==> config.mk <==
export PLATFORM = sky130hd
export DESIGN_NAME = imem_dmem_arbiter_flat
export DESIGN_NICKNAME = d
export VERILOG_FILES = /design/src/rtl/imem_dmem_arbiter_if.sv /design/src/rtl/imem_dmem_arbiter.sv /design/src/flat_wrapper.sv
export SDC_FILE = /design/constraint.sdc
export NUM_CORES = 1
export LEC_CHECK = 0
export ABC_CLOCK_PERIOD_IN_PS = 1600
export CAP_MARGIN = 20
export CORE_UTILIZATION = 29
export DETAILED_ROUTE_END_ITERATION = 7
export GPL_TIMING_DRIVEN = 0
export PLACE_DENSITY = 0.69
export SYNTH_ARGS = -nofsm -noshare
export SYNTH_HDL_FRONTEND = slang
export SYNTH_SLANG_ARGS = --single-unit
==> constraint.sdc <==
create_clock -name clk -period 1.6 [get_ports clk]
set_input_delay 0.24 -clock clk [delete_from_list [all_inputs] [get_ports clk]]
set_output_delay 0.24 -clock clk [all_outputs]
set_load 0.01 [all_outputs]
==> src/rtl/imem_dmem_arbiter_if.sv <==
// Bus bundle between the fetch/load-store stages, the shared memory and imem_dmem_arbiter.
// The arbiter uses the slave view; the environment (stages plus memory) uses the master view.
interface imem_dmem_arbiter_if;
  logic        i_req;
  logic [31:0] i_addr;
  logic        i_kill;
  logic [31:0] i_rdata;
  logic        i_ack;

  logic        d_req;
  logic        d_we;
  logic [31:0] d_addr;
  logic [31:0] d_wdata;
  logic [31:0] d_rdata;
  logic        d_ack;

  logic        m_req;
  logic        m_we;
  logic [31:0] m_addr;
  logic [31:0] m_wdata;
  logic [31:0] m_rdata;

  logic        fetch_stall;
  logic        mem_stall;

  modport master (
    output i_req, i_addr, i_kill, d_req, d_we, d_addr, d_wdata, m_rdata,
    input  i_rdata, i_ack, d_rdata, d_ack, m_req, m_we, m_addr, m_wdata, fetch_stall, mem_stall
  );

  modport slave (
    input  i_req, i_addr, i_kill, d_req, d_we, d_addr, d_wdata, m_rdata,
    output i_rdata, i_ack, d_rdata, d_ack, m_req, m_we, m_addr, m_wdata, fetch_stall, mem_stall
  );
endinterface

==> src/rtl/imem_dmem_arbiter.sv <==
// Shares one fixed-latency single-port memory between fetch and load/store, one txn at a time.
// Data has priority; a starvation counter forces an instruction grant after STARVE_LIMIT wins.
module imem_dmem_arbiter #(
  parameter int unsigned MEM_LATENCY  = 2,
  parameter int unsigned STARVE_LIMIT = 4
) (
  input logic                clk,
  input logic                rst,
  imem_dmem_arbiter_if.slave bus
);

  localparam int unsigned CntW    = $clog2(MEM_LATENCY + 1);
  localparam int unsigned StarveW = $clog2(STARVE_LIMIT + 1);
  localparam logic [CntW-1:0]    CntInit   = CntW'(MEM_LATENCY);
  localparam logic [StarveW-1:0] StarveMax = StarveW'(STARVE_LIMIT);

  typedef enum logic [1:0] {StIdle, StWait, StDone} state_e;

  state_e              state_q, state_d;
  logic [CntW-1:0]     cnt_q, cnt_d;
  logic [StarveW-1:0]  starve_q, starve_d;
  logic                owner_instr_q, owner_instr_d;
  logic                kill_q, kill_d;
  logic                m_req_q, m_req_d;
  logic                m_we_q, m_we_d;
  logic [31:0]         m_addr_q, m_addr_d;
  logic [31:0]         m_wdata_q, m_wdata_d;
  logic [31:0]         ibuf_q, ibuf_d;
  logic [31:0]         i_rdata_q, i_rdata_d;
  logic [31:0]         d_rdata_q, d_rdata_d;

  logic grant_instr;
  logic instr_done;
  logic data_done;
  logic unused_addr_lsb;

  assign unused_addr_lsb = ^{bus.i_addr[1:0], bus.d_addr[1:0]};

  assign grant_instr = bus.i_req && (!bus.d_req || (starve_q == StarveMax));

  // A kill arriving in the DONE cycle itself must still swallow the ack.
  assign instr_done = (state_q == StDone) && owner_instr_q && !kill_q && !bus.i_kill;
  assign data_done  = (state_q == StDone) && !owner_instr_q;

  always_comb begin
    state_d       = state_q;
    cnt_d         = cnt_q;
    starve_d      = starve_q;
    owner_instr_d = owner_instr_q;
    kill_d        = kill_q;
    m_req_d       = 1'b0;
    m_we_d        = m_we_q;
    m_addr_d      = m_addr_q;
    m_wdata_d     = m_wdata_q;
    ibuf_d        = ibuf_q;
    i_rdata_d     = i_rdata_q;
    d_rdata_d     = d_rdata_q;

    unique case (state_q)
      StIdle: begin
        if (bus.i_req || bus.d_req) begin
          owner_instr_d = grant_instr;
          kill_d        = 1'b0;
          m_req_d       = 1'b1;
          m_we_d        = grant_instr ? 1'b0 : bus.d_we;
          m_addr_d      = grant_instr ? {bus.i_addr[31:2], 2'b00} : {bus.d_addr[31:2], 2'b00};
          m_wdata_d     = bus.d_wdata;
          cnt_d         = CntInit;
          state_d       = StWait;
          if (grant_instr || !bus.i_req) begin
            starve_d = '0;
          end else if (starve_q != StarveMax) begin
            starve_d = starve_q + StarveW'(1);
          end
        end
      end

      StWait: begin
        if (owner_instr_q && bus.i_kill) begin
          kill_d = 1'b1;
        end
        if (cnt_q == '0) begin
          // Instruction data is staged so a late kill can still keep i_rdata untouched.
          if (owner_instr_q) begin
            ibuf_d = bus.m_rdata;
          end else if (!m_we_q) begin
            d_rdata_d = bus.m_rdata;
          end
          state_d = StDone;
        end else begin
          cnt_d = cnt_q - CntW'(1);
        end
      end

      StDone: begin
        if (instr_done) begin
          i_rdata_d = ibuf_q;
        end
        kill_d  = 1'b0;
        state_d = StIdle;
      end

      default: begin
        state_d = StIdle;
      end
    endcase
  end

  always_ff @(posedge clk) begin
    if (rst) begin
      state_q       <= StIdle;
      cnt_q         <= '0;
      starve_q      <= '0;
      owner_instr_q <= 1'b0;
      kill_q        <= 1'b0;
      m_req_q       <= 1'b0;
      m_we_q        <= 1'b0;
      m_addr_q      <= '0;
      m_wdata_q     <= '0;
      ibuf_q        <= '0;
      i_rdata_q     <= '0;
      d_rdata_q     <= '0;
    end else begin
      state_q       <= state_d;
      cnt_q         <= cnt_d;
      starve_q      <= starve_d;
      owner_instr_q <= owner_instr_d;
      kill_q        <= kill_d;
      m_req_q       <= m_req_d;
      m_we_q        <= m_we_d;
      m_addr_q      <= m_addr_d;
      m_wdata_q     <= m_wdata_d;
      ibuf_q        <= ibuf_d;
      i_rdata_q     <= i_rdata_d;
      d_rdata_q     <= d_rdata_d;
    end
  end

  assign bus.m_req       = m_req_q;
  assign bus.m_we        = m_we_q;
  assign bus.m_addr      = m_addr_q;
  assign bus.m_wdata     = m_wdata_q;
  assign bus.i_ack       = instr_done;
  assign bus.d_ack       = data_done;
  assign bus.i_rdata     = instr_done ? ibuf_q : i_rdata_q;
  assign bus.d_rdata     = d_rdata_q;
  assign bus.fetch_stall = bus.i_req && !instr_done;
  assign bus.mem_stall   = bus.d_req && !data_done;

endmodule
==> src/flat_wrapper.sv <==
// flat-port wrapper written by rule: the top's interface ports become plain ports
module imem_dmem_arbiter_flat 
#(
  parameter int unsigned MEM_LATENCY  = 2,
  parameter int unsigned STARVE_LIMIT = 4
)
  (clk, rst, bus_i_req, bus_i_addr, bus_i_kill, bus_d_req, bus_d_we, bus_d_addr, bus_d_wdata, bus_m_rdata, bus_i_rdata, bus_i_ack, bus_d_rdata, bus_d_ack, bus_m_req, bus_m_we, bus_m_addr, bus_m_wdata, bus_fetch_stall, bus_mem_stall);
  imem_dmem_arbiter_if bus_i ();
  input logic clk;
  input logic rst;
  input wire logic [$bits(bus_i.i_req)-1:0] bus_i_req;
  input wire logic [$bits(bus_i.i_addr)-1:0] bus_i_addr;
  input wire logic [$bits(bus_i.i_kill)-1:0] bus_i_kill;
  input wire logic [$bits(bus_i.d_req)-1:0] bus_d_req;
  input wire logic [$bits(bus_i.d_we)-1:0] bus_d_we;
  input wire logic [$bits(bus_i.d_addr)-1:0] bus_d_addr;
  input wire logic [$bits(bus_i.d_wdata)-1:0] bus_d_wdata;
  input wire logic [$bits(bus_i.m_rdata)-1:0] bus_m_rdata;
  output wire logic [$bits(bus_i.i_rdata)-1:0] bus_i_rdata;
  output wire logic [$bits(bus_i.i_ack)-1:0] bus_i_ack;
  output wire logic [$bits(bus_i.d_rdata)-1:0] bus_d_rdata;
  output wire logic [$bits(bus_i.d_ack)-1:0] bus_d_ack;
  output wire logic [$bits(bus_i.m_req)-1:0] bus_m_req;
  output wire logic [$bits(bus_i.m_we)-1:0] bus_m_we;
  output wire logic [$bits(bus_i.m_addr)-1:0] bus_m_addr;
  output wire logic [$bits(bus_i.m_wdata)-1:0] bus_m_wdata;
  output wire logic [$bits(bus_i.fetch_stall)-1:0] bus_fetch_stall;
  output wire logic [$bits(bus_i.mem_stall)-1:0] bus_mem_stall;
  assign bus_i.i_req = bus_i_req;
  assign bus_i.i_addr = bus_i_addr;
  assign bus_i.i_kill = bus_i_kill;
  assign bus_i.d_req = bus_d_req;
  assign bus_i.d_we = bus_d_we;
  assign bus_i.d_addr = bus_d_addr;
  assign bus_i.d_wdata = bus_d_wdata;
  assign bus_i.m_rdata = bus_m_rdata;
  assign bus_i_rdata = bus_i.i_rdata;
  assign bus_i_ack = bus_i.i_ack;
  assign bus_d_rdata = bus_i.d_rdata;
  assign bus_d_ack = bus_i.d_ack;
  assign bus_m_req = bus_i.m_req;
  assign bus_m_we = bus_i.m_we;
  assign bus_m_addr = bus_i.m_addr;
  assign bus_m_wdata = bus_i.m_wdata;
  assign bus_fetch_stall = bus_i.fetch_stall;
  assign bus_mem_stall = bus_i.mem_stall;
  imem_dmem_arbiter #(.MEM_LATENCY(MEM_LATENCY), .STARVE_LIMIT(STARVE_LIMIT)) u_core (.clk(clk), .rst(rst), .bus(bus_i));
endmodule
==> results of run 1 <==
## power by group through the flow
stage,clock (mW),sequential [mW],combinational (mW)
CTS,4.40,4.63,2.43
global placement,0,4.70,2.31
detailed placement,0,4.71,2.33
floorplan,0,4.80,1.01
finish,4.33,4.63,2.59
global route,4.57,4.66,2.77
## synthesized netlist by cell type, drive strengths merged
| library cell | number |
|---|---|
| a21oi | 166 |
| a211o | 1 |
| a21bo | 1 |
| nor2 | 7 |
| o31ai | 1 |
| nor3b | 2 |
| ha | 3 |
| and3b | 1 |
| or2 | 3 |
| nand2 | 98 |
| o21ai | 101 |
| inv | 6 |
| conb | 1 |
| nand4 | 2 |
| and4bb | 1 |
| and2 | 1 |
| a221oi | 1 |
| clkbuf | 56 |
| nor3 | 2 |
| nor4 | 60 |
| nor2b | 1 |
| dfxtp | 169 |
| nand4bb | 1 |
| nand3b | 1 |
| a2111oi | 30 |
| buf | 45 |
| and4b | 1 |
| a21boi | 1 |
| nor4bb | 1 |
| o2111ai | 1 |
| nand3 | 97 |
| nand4b | 3 |
## stage by stage
stage	TNS [ns]	instances
after floorplan	0	866
after global placement	-81.23	1449
after detailed placement	-82.15	1449
after CTS	-15.51	1494
after global routing	-19.45	1507
final	-14.18	1507
## layout by cell type (no fill, tap or decap), types with 13 or more instances in the layout
| master | n |
|---|---|
| clkbuf_1 | 26 |
| nand2_2 | 14 |
| a21oi_1 | 166 |
| nand3_4 | 19 |
| nand2_1 | 83 |
| o21ai_4 | 16 |
| nand3_2 | 13 |
| a2111oi_2 | 19 |
| clkbuf_16 | 20 |
| buf_4 | 33 |
| buf_6 | 30 |
| o21ai_0 | 68 |
| nand3_1 | 65 |
| dlymetal6s2s_1 | 35 |
| dfxtp_1 | 164 |
| clkdlybuf4s50_1 | 183 |
| buf_2 | 35 |
| nor4_1 | 57 |
## layout make-up
type / count / share of cell area, %
buffer: 97 / 5.54
clock buffer: 17 / 3.50
clock inverter: 15 / 1.47
inverter: 6 / 0.185
multi-input combinational: 590 / 33.7
sequential: 169 / 27.9
tap: 324 / 3.34
timing repair buffer: 289 / 24.3
## cells by family after synthesis
group                    count (synthesis)  share of synthesized area (%)
AO/OA/AOI/OAI                          303                           25.9
AND/OR/NAND/NOR                        282                           19.7
adder cells (fa/ha/maj)                  3                          0.521
other                                    1                         0.0521
flip-flops                             169                           47.0
buffers and inverters                  107                           6.86
## worst min-delay path, stage by stage
cell and delay, ns:
buf_6 0.14, a2111oi_2 0.08, nor4_1 0.18
## state kept, by name, indices dropped and copies added, names as in the netlist
name / cells
u_core.state_q: 2
u_core.bus.m_we: 1
u_core.ibuf_q: 32
u_core.cnt_q: 2
u_core.bus.m_wdata: 32
u_core.bus.m_req: 1
u_core.i_rdata_q: 32
u_core.kill_q: 1
u_core.bus.d_rdata: 32
u_core.starve_q: 3
u_core.owner_instr_q: 1
u_core.bus.m_addr: 30
## timing repair
item	4_1_cts	5_1_grt
buffers inserted	13	13
cloned	3	3
hold buffers	0	0
pin swaps	32	27
resized for setup	293	215
endpoints found under the setup margin	173	201
## worst max path at each step
stage	start	endpoint	slack, ns	cells after the start
after floorplan	u_core.starve_q[0]	u_core.bus.m_addr[30]	0.06	6
after global placement	bus_i_kill	bus_i_rdata[31]	-1.00	6
after detailed placement	bus_i_kill	bus_i_rdata[0]	-1.0	6
after CTS	u_core.state_q[0]	bus_i_rdata[31]	-0.50	8
after global routing	u_core.state_q[0]	bus_i_rdata[0]	-0.49	7
final	u_core.state_q[0]	bus_i_rdata[6]	-0.43	7
## routing by layer
metal	GRT usage, %	vias up
met2	34.9	331
met1	26.3	3803
met3	5.47	34
met5	0	-
met4	5.99	0
li1	-	3750
==> results.py, run 1 <==
metrics = {
    "timing": {
        "fin_skew_ns": 0.0117,
        "rsz0062_at_grt": "yes",
        "max_freq_mhz": 492,
        "maxSlewHeadroom_pct": 55.5,
        "period_needed_ns": 2.03,
        "period_share_pct": 127,
        "hold_ws_ns": 0.294,
        "hold_viol_final": 0,
        "finalMaxSlewViolations": 0,
        "tightest_slew_ns": 0.667,
        "worst_slack_ns": -0.434,
        "finalSetupViolCount": 71,
    },
    "die": {
        "die_x_um": 160,
        "fp.dieArea_um2": 25500,
        "die_h_um": 160,
        "std_cell_rows": 57,
        "start_util_pct": 29.6,
        "core-area_um2": 24300,
        "io_pins": 268,
    },
    "placement": {
        "place_ws_ns": -0.997,
        "portBuffers": 259,
        "dp_hpwl_um": 19200,
        "dpl_cell_area_um2": 10200,
        "place_congestion": 0.847,
    },
    "power": {
        "power_mw": 11.5,
        "p_sw_mw": 3.47,
        "p_sw_share_pct": 30.0,
        "pwr-share-seq_pct": 40.1,
        "p_leak_nw": 4.80,
        "power.share.clock_pct": 37.5,
        "p_per_area_nw_per_um2": 951,
        "p_int_mw": 8.08,
        "combPwrFrac_pct": 22.4,
        "ir_drop_v": 0.000721,
    },
    "routing": {
        "drt_pass1_iterations": 5,
        "dr_wl_met3_um": 2060,
        "met1_length_um": 11400,
        "highest_layer": "met4",
        "met2_length_um": 13700,
        "antenna_left": 0,
        "wl_um": 27600,
        "vias": 7918,
        "drtIter0Drc": 545,
        "wl_per_cell_um": 18.3,
        "drc": 0,
        "vias_per_cell": 5.25,
    },
    "synthesis": {
        "synth_cell_type_count": 41,
        "yosysWarnings": 0,
        "postSynthCellCount": 865,
        "syn_area_per_cell_um2": 8.32,
        "synthesis.area_um2": 7200,
        "synth_top_area_cell": "dfxtp_1",
        "synth_top_cell_area_share_pct": 47.0,
        "synth_area_leaders": "dfxtp_1 47%, a21oi_1 12%, o21ai_0 6.9%",
        "ys_ff_latch": 169,
        "ys_seq_area_share_pct": 47.0,
    },
    "cells_and_area": {
        "finalInstanceArea_um2": 12100,
        "syn_to_final_growth_pct": 68.7,
        "drive_above_1_share_pct": 25.2,
        "regArea_um2": 3390,
        "multi_input_area_um2": 4090,
        "nets": 1307,
        "post-route-util_pct": 49.9,
        "n_fill_cell": 2256,
        "diodes": 0,
    },
    "global_route": {
        "track_usage_pct": 20.9,
        "overflow": 0,
        "grt_pass1_vias": 7762,
        "antenna_found_initial": 0,
        "grt_max_degree": 18,
        "grt_pass1_wl_um": 42300,
    },
    "outcome": {
        "violations": "negative setup slack",
        "status": "finished, violations left",
    },
    "critical_path": {
        "critPathMaxStageDelay_ns": 0.33,
        "worstPathMaxFanout": 8,
        "cp.buffers_inverters": 4,
        "crit_arrival_ns": 1.79,
        "startpoint_type": "register",
        "path_cells": "buf_6 -> nand4bb_4 -> buf_12 -> clkbuf_16 -> o21ai_4 -> nand2_4 -> buf_6",
        "crit_family": "buffers and inverters",
        "r2r_cells": 6,
        "reg2reg_slack_ns": -0.07,
        "critical_path_class": "reg2out",
        "crit_required_ns": 1.36,
        "reg2reg_from": "u_core.state_q[0]",
        "r2r-end": "u_core.bus.m_wdata[11]",
        "slowest_stage": "dfxtp_2",
        "end_kind": "output port",
        "crit_path_frequent_cell": "buf_6",
    },
    "clock_network": {
        "cts_max_level": 4,
        "cts_tree": "yes",
        "clk_latency_ns": 0.43,
        "cts_buffer_depth": 2,
        "cts_buffers": 17,
        "clkTransAtPathRegs_ns": 0.07,
        "clockRootBuffer": "clkbuf_16",
        "cts.sinks": 169,
    },
    "worst_hold_path": {
        "hold_class": "in2reg",
        "min_from": "bus_i_req",
        "hold_depth": 3,
        "holdPathEnd": "u_core.bus.m_addr[2]",
    },
    "run": {
        "drv_cap": 0,
    },
}
No activity file was read; power rests on OpenSTA's default activity.
==> run 2: changes to the inputs <==
--- a/config.mk
+++ b/config.mk
@@ -7,10 +7,11 @@
 export LEC_CHECK = 0
 export ABC_CLOCK_PERIOD_IN_PS = 1600
 export CAP_MARGIN = 20
-export CORE_UTILIZATION = 29
+export CORE_UTILIZATION = 57
 export DETAILED_ROUTE_END_ITERATION = 7
+export DONT_BUFFER_PORTS = 1
 export GPL_TIMING_DRIVEN = 0
-export PLACE_DENSITY = 0.69
+export PLACE_DENSITY = 0.86
 export SYNTH_ARGS = -nofsm -noshare
 export SYNTH_HDL_FRONTEND = slang
 export SYNTH_SLANG_ARGS = --single-unit
==> run 2 against run 1 <==
Net effect: the flow finishes with violations (negative hold slack, negative setup slack); design area down 19%; register-to-register slack worse by 0.05 ns; clock-buffer cell count up 2; sequential power up 4%; combinational power down 21%; critical endpoint is now bus_i_rdata[7]; highest routed layer unchanged.
==> results.py, run 2 (synthesis gave the netlist of run 1 again) <==
metrics = {
    "clock_network": {
        "clockRootBuffer": "clkbuf_16",
        "clk_latency_ns": 0.44,
        "cts.sinks": 169,
        "clkTransAtPathRegs_ns": 0.08,
        "cts_buffers": 17,
        "cts_max_level": 4,
        "cts_tree": "yes",
        "cts_buffer_depth": 2,
    },
    "routing": {
        "wl_um": 27200,
        "antenna_left": 0,
        "drtIter0Drc": 872,
        "vias": 7777,
        "drc": 0,
        "drt_pass1_iterations": 8,
        "wl_per_cell_um": 23.5,
        "vias_per_cell": 6.74,
    },
    "timing": {
        "period_needed_ns": 1.95,
        "hold_viol_final": 2,
        "finalMaxSlewViolations": 0,
        "hold_ws_ns": -0.00928,
        "finalSetupViolCount": 56,
        "worst_slack_ns": -0.348,
        "tightest_slew_ns": 0.822,
        "maxSlewHeadroom_pct": 45.2,
        "period_share_pct": 122,
        "max_freq_mhz": 513,
        "rsz0062_at_grt": "yes",
        "fin_skew_ns": 0.0183,
    },
    "outcome": {
        "status": "finished, violations left",
        "violations": "negative hold slack, negative setup slack",
    },
    "placement": {
        "place_congestion": 0.841,
        "portBuffers": 0,
        "dp_hpwl_um": 15600,
    },
    "critical_path": {
        "r2r_cells": 6,
        "crit_path_end": "bus_i_rdata[7]",
        "r2r-end": "u_core.bus.m_wdata[4]",
        "reg2reg_slack_ns": -0.12,
        "end_kind": "output port",
        "cp-startpoint": "u_core.state_q[0]",
        "reg2reg_from": "u_core.state_q[1]",
        "worstPathMaxFanout": 6,
        "critical_path_class": "reg2out",
        "startpoint_type": "register",
        "crit_arrival_ns": 1.71,
        "crit_required_ns": 1.36,
    },
    "die": {
        "die_x_um": 114,
        "std_cell_rows": 40,
        "start_util_pct": 59.2,
        "io_pins": 268,
        "core-area_um2": 12200,
        "fp.dieArea_um2": 13100,
        "die_h_um": 114,
    },
    "cells_and_area": {
        "nets": 1110,
        "syn_to_final_growth_pct": 36.8,
        "post-route-util_pct": 81.0,
        "regArea_um2": 3400,
        "n_fill_cell": 711,
        "final_cell_mix": "163 x a21oi_1, 163 x dfxtp_1, 88 x nand3_1",
        "multi_input_area_um2": 4040,
        "diodes": 0,
        "drive_above_1_share_pct": 23.6,
    },
    "global_route": {
        "grt_pass1_wl_um": 37500,
        "overflow": 0,
        "track_usage_pct": 37.0,
        "grt_pass1_vias": 7210,
        "antenna_found_initial": 0,
        "grt_max_degree": 20,
    },
    "power": {
        "ir_drop_v": 0.000781,
        "p_leak_nw": 3.39,
        "p_per_area_nw_per_um2": 1140,
    },
    "run": {
        "drv_cap": 0,
    },
    "worst_hold_path": {
        "hold_class": "in2reg",
    },
}
-- run 2: cell types whose count changed in the layout (fill, tap and decap cells not counted), moves of 20 or more --
cell | before | now
clkdlybuf4s50_1 | 183 | 0
dlygate4sd3_1 | 0 | 66
dlymetal6s2s_1 | 35 | 0
o21ai_1 | 5 | 38
nand3_1 | 65 | 88
a2111oi_4 | 10 | 30
-- run 2: worst max-delay path: stages, from the launching register on --
cell and delay, ns:
dfxtp_2 0.33, buf_6 0.11, and4bb_4 0.38, buf_4 0.17, nand3_1 0.11, nand2_2 0.17
-- run 2: worst min-delay path by stage --
stage | start | end | slack (ns) | cells after the start
floorplan | bus_m_rdata[0] | u_core.ibuf_q[0] | 0.38 | 2
CTS | bus_d_addr[14] | u_core.bus.m_addr[14] | 0.04 | 2
global placement | bus_m_rdata[21] | u_core.ibuf_q[21] | 0.38 | 2
detailed placement | bus_m_rdata[24] | u_core.ibuf_q[24] | 0.38 | 2
global route | bus_d_addr[3] | u_core.bus.m_addr[3] | 0.007 | 2
finish | bus_d_addr[3] | u_core.bus.m_addr[3] | -0.009 | 2
-- run 2: repair_timing --
action,4_1_cts,5_1_grt
gates resized for setup,123,133
hold buffers,66,0
cloned,2,4
endpoints found under the setup margin,144,150
pin swaps,8,56
endpoints found under the hold margin,97,0
setup buffers,6,15
-- run 2: metal layers --
layer	vias to the layer above	wire, µm	global-route usage [%]
li1	3373	-	-
met1	3657	9430	41.8
met2	588	13200	61.8
met3	159	2700	9.85
met4	0	1850	24.5
met5	-	0	0
-- run 2: layout make-up --
class | instances | share of cell area, %
Clock buffer | 19 | 4.50
Multi-Input combinational cell | 590 | 41.0
Buffer | 96 | 6.21
Timing Repair Buffer | 93 | 9.80
Sequential cell | 169 | 34.5
Inverter | 6 | 0.229
Tap cell | 168 | 2.13
Clock inverter | 13 | 1.68
-- run 2: power breakdown --
group	internal (mW)	switching, mW	leakage [nW]
Sequential	4.48	0.345	1.38
Combinational	0.830	1.21	1.71
Clock	2.51	1.84	0.298
Total	7.82	3.39	3.39
-- run 2: stage by stage --
stage          area, µm²  setup TNS [ns]  total power [mW]  setup WS, ns  std cells
2_1_floorplan       7200               0              5.81        0.0555        866
3_3_place_gp        7410          -13.87              6.14        -0.222       1034
3_5_place_dp        7410          -19.34              6.18        -0.245       1034
4_1_cts             9150          -10.14              10.7        -0.342       1138
5_1_grt             9850          -14.14              11.5        -0.388       1154
6_report            9850          -11.25              11.2        -0.348       1154
